### src/rtl/sw_input_conditioner_if.sv
// Switch-side bundle for sw_input_conditioner: raw switches in, debounced switches and SW8 strobes out.
// master = switch/board side (drives SW_raw), slave = conditioner (drives the cleaned outputs).
interface sw_input_conditioner_if;
    logic [8:0] SW_raw;
    logic [8:0] SW_clean;
    logic       SW8_rise;
    logic       SW8_fall;

    modport master (
        output SW_raw,
        input  SW_clean,
        input  SW8_rise,
        input  SW8_fall
    );

    modport slave (
        input  SW_raw,
        output SW_clean,
        output SW8_rise,
        output SW8_fall
    );
endinterface

### src/rtl/sw_input_conditioner.sv
// Synchronise and debounce the nine picomips slide switches, with SW8 edge strobes.
// Optional macro SW_DATA_FREEZE_EN: hold SW_clean[7:0] stable while SW_clean[8] is high.
module sw_input_conditioner #(
    parameter int SYNC_STAGES     = 2,
    parameter int DEBOUNCE_CYCLES = 4
) (
    input  logic                   Clock,
    input  logic                   nReset,
    sw_input_conditioner_if.slave  sw
);

    localparam int CNT_W = (DEBOUNCE_CYCLES > 1) ? $clog2(DEBOUNCE_CYCLES) : 1;
    localparam logic [CNT_W-1:0] CNT_MAX = CNT_W'(DEBOUNCE_CYCLES - 1);

    logic [8:0]       sync_q [SYNC_STAGES];
    logic [8:0]       sync_w;
    logic [CNT_W-1:0] cnt_q  [9];
    logic [CNT_W-1:0] cnt_d  [9];
    logic [8:0]       clean_q;
    logic [8:0]       clean_d;
    logic             rise_q;
    logic             fall_q;

    always_ff @(posedge Clock or negedge nReset) begin
        if (!nReset) begin
            for (int s = 0; s < SYNC_STAGES; s++) begin
                sync_q[s] <= '0;
            end
        end else begin
            sync_q[0] <= sw.SW_raw;
            for (int s = 1; s < SYNC_STAGES; s++) begin
                sync_q[s] <= sync_q[s-1];
            end
        end
    end

    assign sync_w = sync_q[SYNC_STAGES-1];

    // Count consecutive mismatches; a match anywhere restarts the count, so glitches never accumulate.
    always_comb begin
        clean_d = clean_q;
        for (int i = 0; i < 9; i++) begin
            cnt_d[i] = cnt_q[i];
            if (sync_w[i] == clean_q[i]) begin
                cnt_d[i] = '0;
            end else if (cnt_q[i] == CNT_MAX) begin
                clean_d[i] = sync_w[i];
                cnt_d[i]   = '0;
            end else begin
                cnt_d[i] = cnt_q[i] + CNT_W'(1);
            end
        end
    end

    always_ff @(posedge Clock or negedge nReset) begin
        if (!nReset) begin
            for (int i = 0; i < 9; i++) begin
                cnt_q[i] <= '0;
            end
            clean_q <= '0;
            rise_q  <= 1'b0;
            fall_q  <= 1'b0;
        end else begin
            for (int i = 0; i < 9; i++) begin
                cnt_q[i] <= cnt_d[i];
            end
            clean_q <= clean_d;
            rise_q  <= clean_d[8] & ~clean_q[8];
            fall_q  <= ~clean_d[8] & clean_q[8];
        end
    end

    assign sw.SW8_rise = rise_q;
    assign sw.SW8_fall = fall_q;

`ifdef SW_DATA_FREEZE_EN
    logic [7:0] hold_q;

    // Capture the data debounced on the same edge SW8 goes high so the core reads one stable value.
    always_ff @(posedge Clock or negedge nReset) begin
        if (!nReset) begin
            hold_q <= '0;
        end else if (clean_d[8] && !clean_q[8]) begin
            hold_q <= clean_d[7:0];
        end
    end

    assign sw.SW_clean = {clean_q[8], clean_q[8] ? hold_q : clean_q[7:0]};
`else
    assign sw.SW_clean = clean_q;
`endif

endmodule

### src/flat_wrapper.sv
// flat-port wrapper written by rule: the top's interface ports become plain ports
module sw_input_conditioner_flat 
#(
    parameter int SYNC_STAGES     = 2,
    parameter int DEBOUNCE_CYCLES = 4
)
  (Clock, nReset, sw_SW_raw, sw_SW_clean, sw_SW8_rise, sw_SW8_fall);
  sw_input_conditioner_if sw_i ();
  input  logic Clock;
  input  logic nReset;
  input wire logic [$bits(sw_i.SW_raw)-1:0] sw_SW_raw;
  output wire logic [$bits(sw_i.SW_clean)-1:0] sw_SW_clean;
  output wire logic [$bits(sw_i.SW8_rise)-1:0] sw_SW8_rise;
  output wire logic [$bits(sw_i.SW8_fall)-1:0] sw_SW8_fall;
  assign sw_i.SW_raw = sw_SW_raw;
  assign sw_SW_clean = sw_i.SW_clean;
  assign sw_SW8_rise = sw_i.SW8_rise;
  assign sw_SW8_fall = sw_i.SW8_fall;
  sw_input_conditioner #(.SYNC_STAGES(SYNC_STAGES), .DEBOUNCE_CYCLES(DEBOUNCE_CYCLES)) u_core (.Clock(Clock), .nReset(nReset), .sw(sw_i));
endmodule
### config.mk
export PLATFORM = sky130hd
export DESIGN_NAME = sw_input_conditioner_flat
export DESIGN_NICKNAME = d
export VERILOG_FILES = /design/src/rtl/sw_input_conditioner_if.sv /design/src/rtl/sw_input_conditioner.sv /design/src/flat_wrapper.sv
export SDC_FILE = /design/constraint.sdc
export NUM_CORES = 1
export LEC_CHECK = 0
export BUFFER_PORTS_ARGS = -buffer_cell sky130_fd_sc_hd__buf_2
export CAP_MARGIN = 15
export CORE_MARGIN = 8
export CORE_UTILIZATION = 35
export CTS_BUF_LIST = sky130_fd_sc_hd__clkbuf_4 sky130_fd_sc_hd__clkbuf_8
export DETAILED_ROUTE_END_ITERATION = 8
export PLACE_DENSITY = 0.63
export SYNTH_ARGS = -nofsm -noshare
export SYNTH_HDL_FRONTEND = slang
export SYNTH_SLANG_ARGS = --single-unit
### constraint.sdc
create_clock -name Clock -period 1.95 [get_ports Clock]
set_clock_uncertainty 0.05 [all_clocks]
set_input_delay 0.195 -clock Clock [delete_from_list [all_inputs] [get_ports Clock]]
set_output_delay 0.195 -clock Clock [all_outputs]
set_load 0.005 [all_outputs]
==> flow_summary.rst <==
.. list-table::
   :header-rows: 1

   * - Metric
     - Value
   * - Highest net fanout along the worst path
     - 4
   * - Combined area of all synthesized cells
     - 1640 um^2
   * - Initial core utilization
     - 0.356
   * - Leak
     - 0.992 nW
   * - Largest family of logic cells by synthesized area
     - simple AND/OR/NAND/NOR gates
   * - Result of the run
     - completed
   * - Fraction of layout instances using a drive strength above 1
     - 0.291
   * - First-iteration detailed-routing DRC count
     - 32
   * - Nature of the critical path startpoint
     - flip-flop
   * - Initial antenna violation count
     - 0
   * - Fmax
     - 881 MHz
   * - Number of nets in the synthesized netlist
     - 114
   * - Syn avg cell area
     - 17.4 um^2
   * - Sinks on Clock Net
     - 47
   * - Total Negative Setup Slacks
     - 0 ns
   * - Share of synthesized area spent on multiplexers
     - 0.0620
   * - Standard-cell row count
     - 25
   * - Area fraction in and, or, nand and nor cells after synthesis
     - 0.102
   * - Worst-Skew Late Latency
     - 0.29 ns
   * - Register Area
     - 1180 um^2
   * - Area leader, netlist
     - sky130_fd_sc_hd__dfrtp_1
   * - Final worst-path cycle share
     - 0.582
   * - First-pass GRT wire length
     - 4350 um
   * - Clock transition at path regs
     - 0.08 ns
   * - Worst-case clock buffer depth
     - 2
   * - Via count
     - 831
   * - Cell area after placement
     - 1820 um^2
   * - Congestion Overflow GR
     - 0
   * - I/O Pins
     - 22
   * - Area delta synth->final
     - 25.5%
   * - HPWL after detailed placement
     - 1770 um
   * - Number of hold violations in the final report
     - 0
   * - Summed area of non-filler cells in the final layout
     - 2050 um^2
   * - Unique masters post-synth
     - 10
   * - Buffers on Ports
     - 21
   * - Required time of the critical path
     - 2.08 ns
   * - Clock root buffer master
     - sky130_fd_sc_hd__clkbuf_8
   * - DRC errors left
     - 0
   * - Area share of xor/xnor cells in the synthesized design
     - 0.0482
   * - Most area-consuming cells after synthesis
     - sky130_fd_sc_hd__dfrtp_1 (72%), sky130_fd_sc_hd__ha_1 (6.9%), sky130_fd_sc_hd__mux2_1 (6.2%), sky130_fd_sc_hd__nor3_2 (4.9%), sky130_fd_sc_hd__xnor2_1 (4.3%)
   * - Die span in x
     - 84.4 um
   * - Critical path capture point type
     - flip-flop
   * - Arrival time of data at the critical path endpoint
     - 1.27 ns
   * - Worst IR Drop VDD
     - 0.724 mV
   * - Synthesized instance count
     - 94
   * - Proportion of netlist area held by the largest area contributor
     - 0.719
   * - Synthesized-area fraction occupied by ao, oa, aoi and oai cells
     - 0
   * - Synth Register Bits
     - 47
   * - Post-synthesis share of cell area spent on full adders, half adders and majority gates
     - 0.0689
   * - Final worst path period need
     - 1.13 ns
   * - Maximum capacitance violations
     - 0
   * - Count of final max-slew check failures
     - 0
   * - Number of H-tree levels
     - 2
   * - Syn. warnings
     - 0
   * - Relative slew margins
     - 0.620
   * - Multi-input combinational cell area
     - 459 um^2
   * - Detail Route Antenna Nets
     - 0
   * - RSZ-0062 raised after global routing
     - false
   * - Detailed-route wire length per cell
     - 13.1 um
   * - Die footprint
     - 7120 um^2
   * - All-Layer GR Usage
     - 0.0767
   * - CTS tree
     - built
   * - Actual slew at the worst max-slew pin
     - 0.570 ns
   * - Core area
     - 4600 um^2
   * - Final RePlAce weighted congestion
     - 0.625
   * - Number of fill cells in the layout
     - 395
   * - Drt total wl
     - 2470 um
   * - Setup-violating endpoint count in the final report
     - 0
   * - Via-to-Cell Ratio
     - 4.42
   * - Number of nets in the layout
     - 153
   * - Type of the most critical hold path
     - reg -> reg
   * - Iteration count of the initial detailed-routing pass
     - 4
   * - Vias in the first global route
     - 967
   * - Count of inserted antenna diode cells
     - 0
   * - Die height
     - 84.4 um
   * - Maximum number of pins on one net before global-route repair
     - 48
   * - Share of the yosys chip area belonging to registers
     - 0.719
   * - Crit Path Class
     - reg -> reg
   * - Power per cell area
     - 1420 nW/um^2
   * - TritonCTS Buffers
     - 5
## per-layer routing
metal	wire length (um)	vias up	share of wire	global-route usage
met4	47	0	0.019	0.0370
li1	-	396	-	-
met2	1300	18	0.53	0.134
met1	1010	411	0.41	0.0767
met3	109	6	0.044	0.0319
met5	0	-	0	0
## stage by stage
| step | worst slack [ns] | total power (W) | instances | hold slack, ns | util |
|---|---|---|---|---|---|
| after floorplan | 0.869 | 0.00185 | 94 | -0.151 | - |
| after global placement | 0.861 | 0.00203 | 170 | 0.248 | 0.395 |
| after detailed placement | 0.813 | 0.00212 | 170 | 0.254 | 0.395 |
| after CTS | 0.805 | 0.00298 | 188 | 0.303 | 0.446 |
| after global routing | 0.766 | 0.00312 | 188 | 0.307 | 0.446 |
| final | 0.815 | 0.00292 | 188 | 0.301 | 0.446 |
## synth_stat cells
cell / number
sky130_fd_sc_hd__mux2_1: 9
sky130_fd_sc_hd__and3b_1: 2
sky130_fd_sc_hd__nor3_2: 8
sky130_fd_sc_hd__xor2_1: 1
sky130_fd_sc_hd__dfrtp_1: 47
sky130_fd_sc_hd__ha_1: 9
sky130_fd_sc_hd__xnor2_1: 8
sky130_fd_sc_hd__and2_1: 1
sky130_fd_sc_hd__nor3b_2: 1
sky130_fd_sc_hd__nor2b_1: 8
## final cells by class
class,count,share of cell area
Sequential cell,47,0.573
Tap cell,54,0.0329
Clock buffer,6,0.0372
Clock inverter,2,0.0293
Timing Repair Buffer,32,0.104
Multi-Input combinational cell,47,0.224
## critical path, stage by stage (launching register included)
cell and delay (ns):
sky130_fd_sc_hd__dfrtp_1 0.40, sky130_fd_sc_hd__ha_1 0.26, sky130_fd_sc_hd__mux2_1 0.32
## path summary, 6_finish.rpt
kind	slack, ns	endpoint	start	cells after the start
setup / recovery	0.82	u_core.sw.SW_clean[8]	u_core.cnt_q[0]	2
hold / removal	0.30	u_core.sync_w[5]	u_core.sync_q[14]	0
setup reg to reg	0.82	u_core.sw.SW_clean[8]	u_core.cnt_q[0]	2
hold reg to reg	0.30	u_core.sync_w[5]	u_core.sync_q[14]	0
max in group asynchronous	1.00	u_core.cnt_q[14]	nReset	3
min in group asynchronous	0.46	u_core.sync_q[15]	nReset	3
## flip-flops by register name, summed over array words and instances, names as in the netlist
signal and count:
u_core.cnt_q 18, u_core.sw.SW_clean 9, u_core.sync_q 9, u_core.sync_w 9, u_core.sw.SW8_fall 1, u_core.sw.SW8_rise 1
## repair_timing
item / in CTS / in global routing
gates resized for setup: 0 / 0
buffers inserted: 0 / 0
hold endpoints to repair: 56 / 0
hold buffers: 10 / 0
## logic make-up (layout without fill, tap and decap cells)
group | after synthesis | in the layout
flip-flops | 47 | 47
AND/OR/NAND/NOR | 20 | 20
adder cells (fa/ha/maj) | 9 | 9
XOR/XNOR | 9 | 9
multiplexers | 9 | 9
buffers and inverters | 0 | 40
## power by group
part / switching (W) / total (W) / internal, W
combinational: 0.000289 / 0.000664 / 0.000375
sequential: 0.000184 / 0.00143 / 0.00124
clock: 0.000301 / 0.000827 / 0.000526
total: 0.000775 / 0.00292 / 0.00214
## layout by cell type, fill, tap and decap left out, types with 5 or more instances in the layout
cell                            synthesis  routed
sky130_fd_sc_hd__buf_2                  0      21
sky130_fd_sc_hd__clkbuf_8               0       5
sky130_fd_sc_hd__dfrtp_1               47      47
sky130_fd_sc_hd__dlygate4sd3_1          0      10
sky130_fd_sc_hd__ha_1                   9       9
sky130_fd_sc_hd__mux2_1                 9       9
sky130_fd_sc_hd__nor2b_1                8       8
sky130_fd_sc_hd__nor3_2                 8       8
sky130_fd_sc_hd__xnor2_1                8       8
Note: power is estimated with default switching activity, not from simulation.
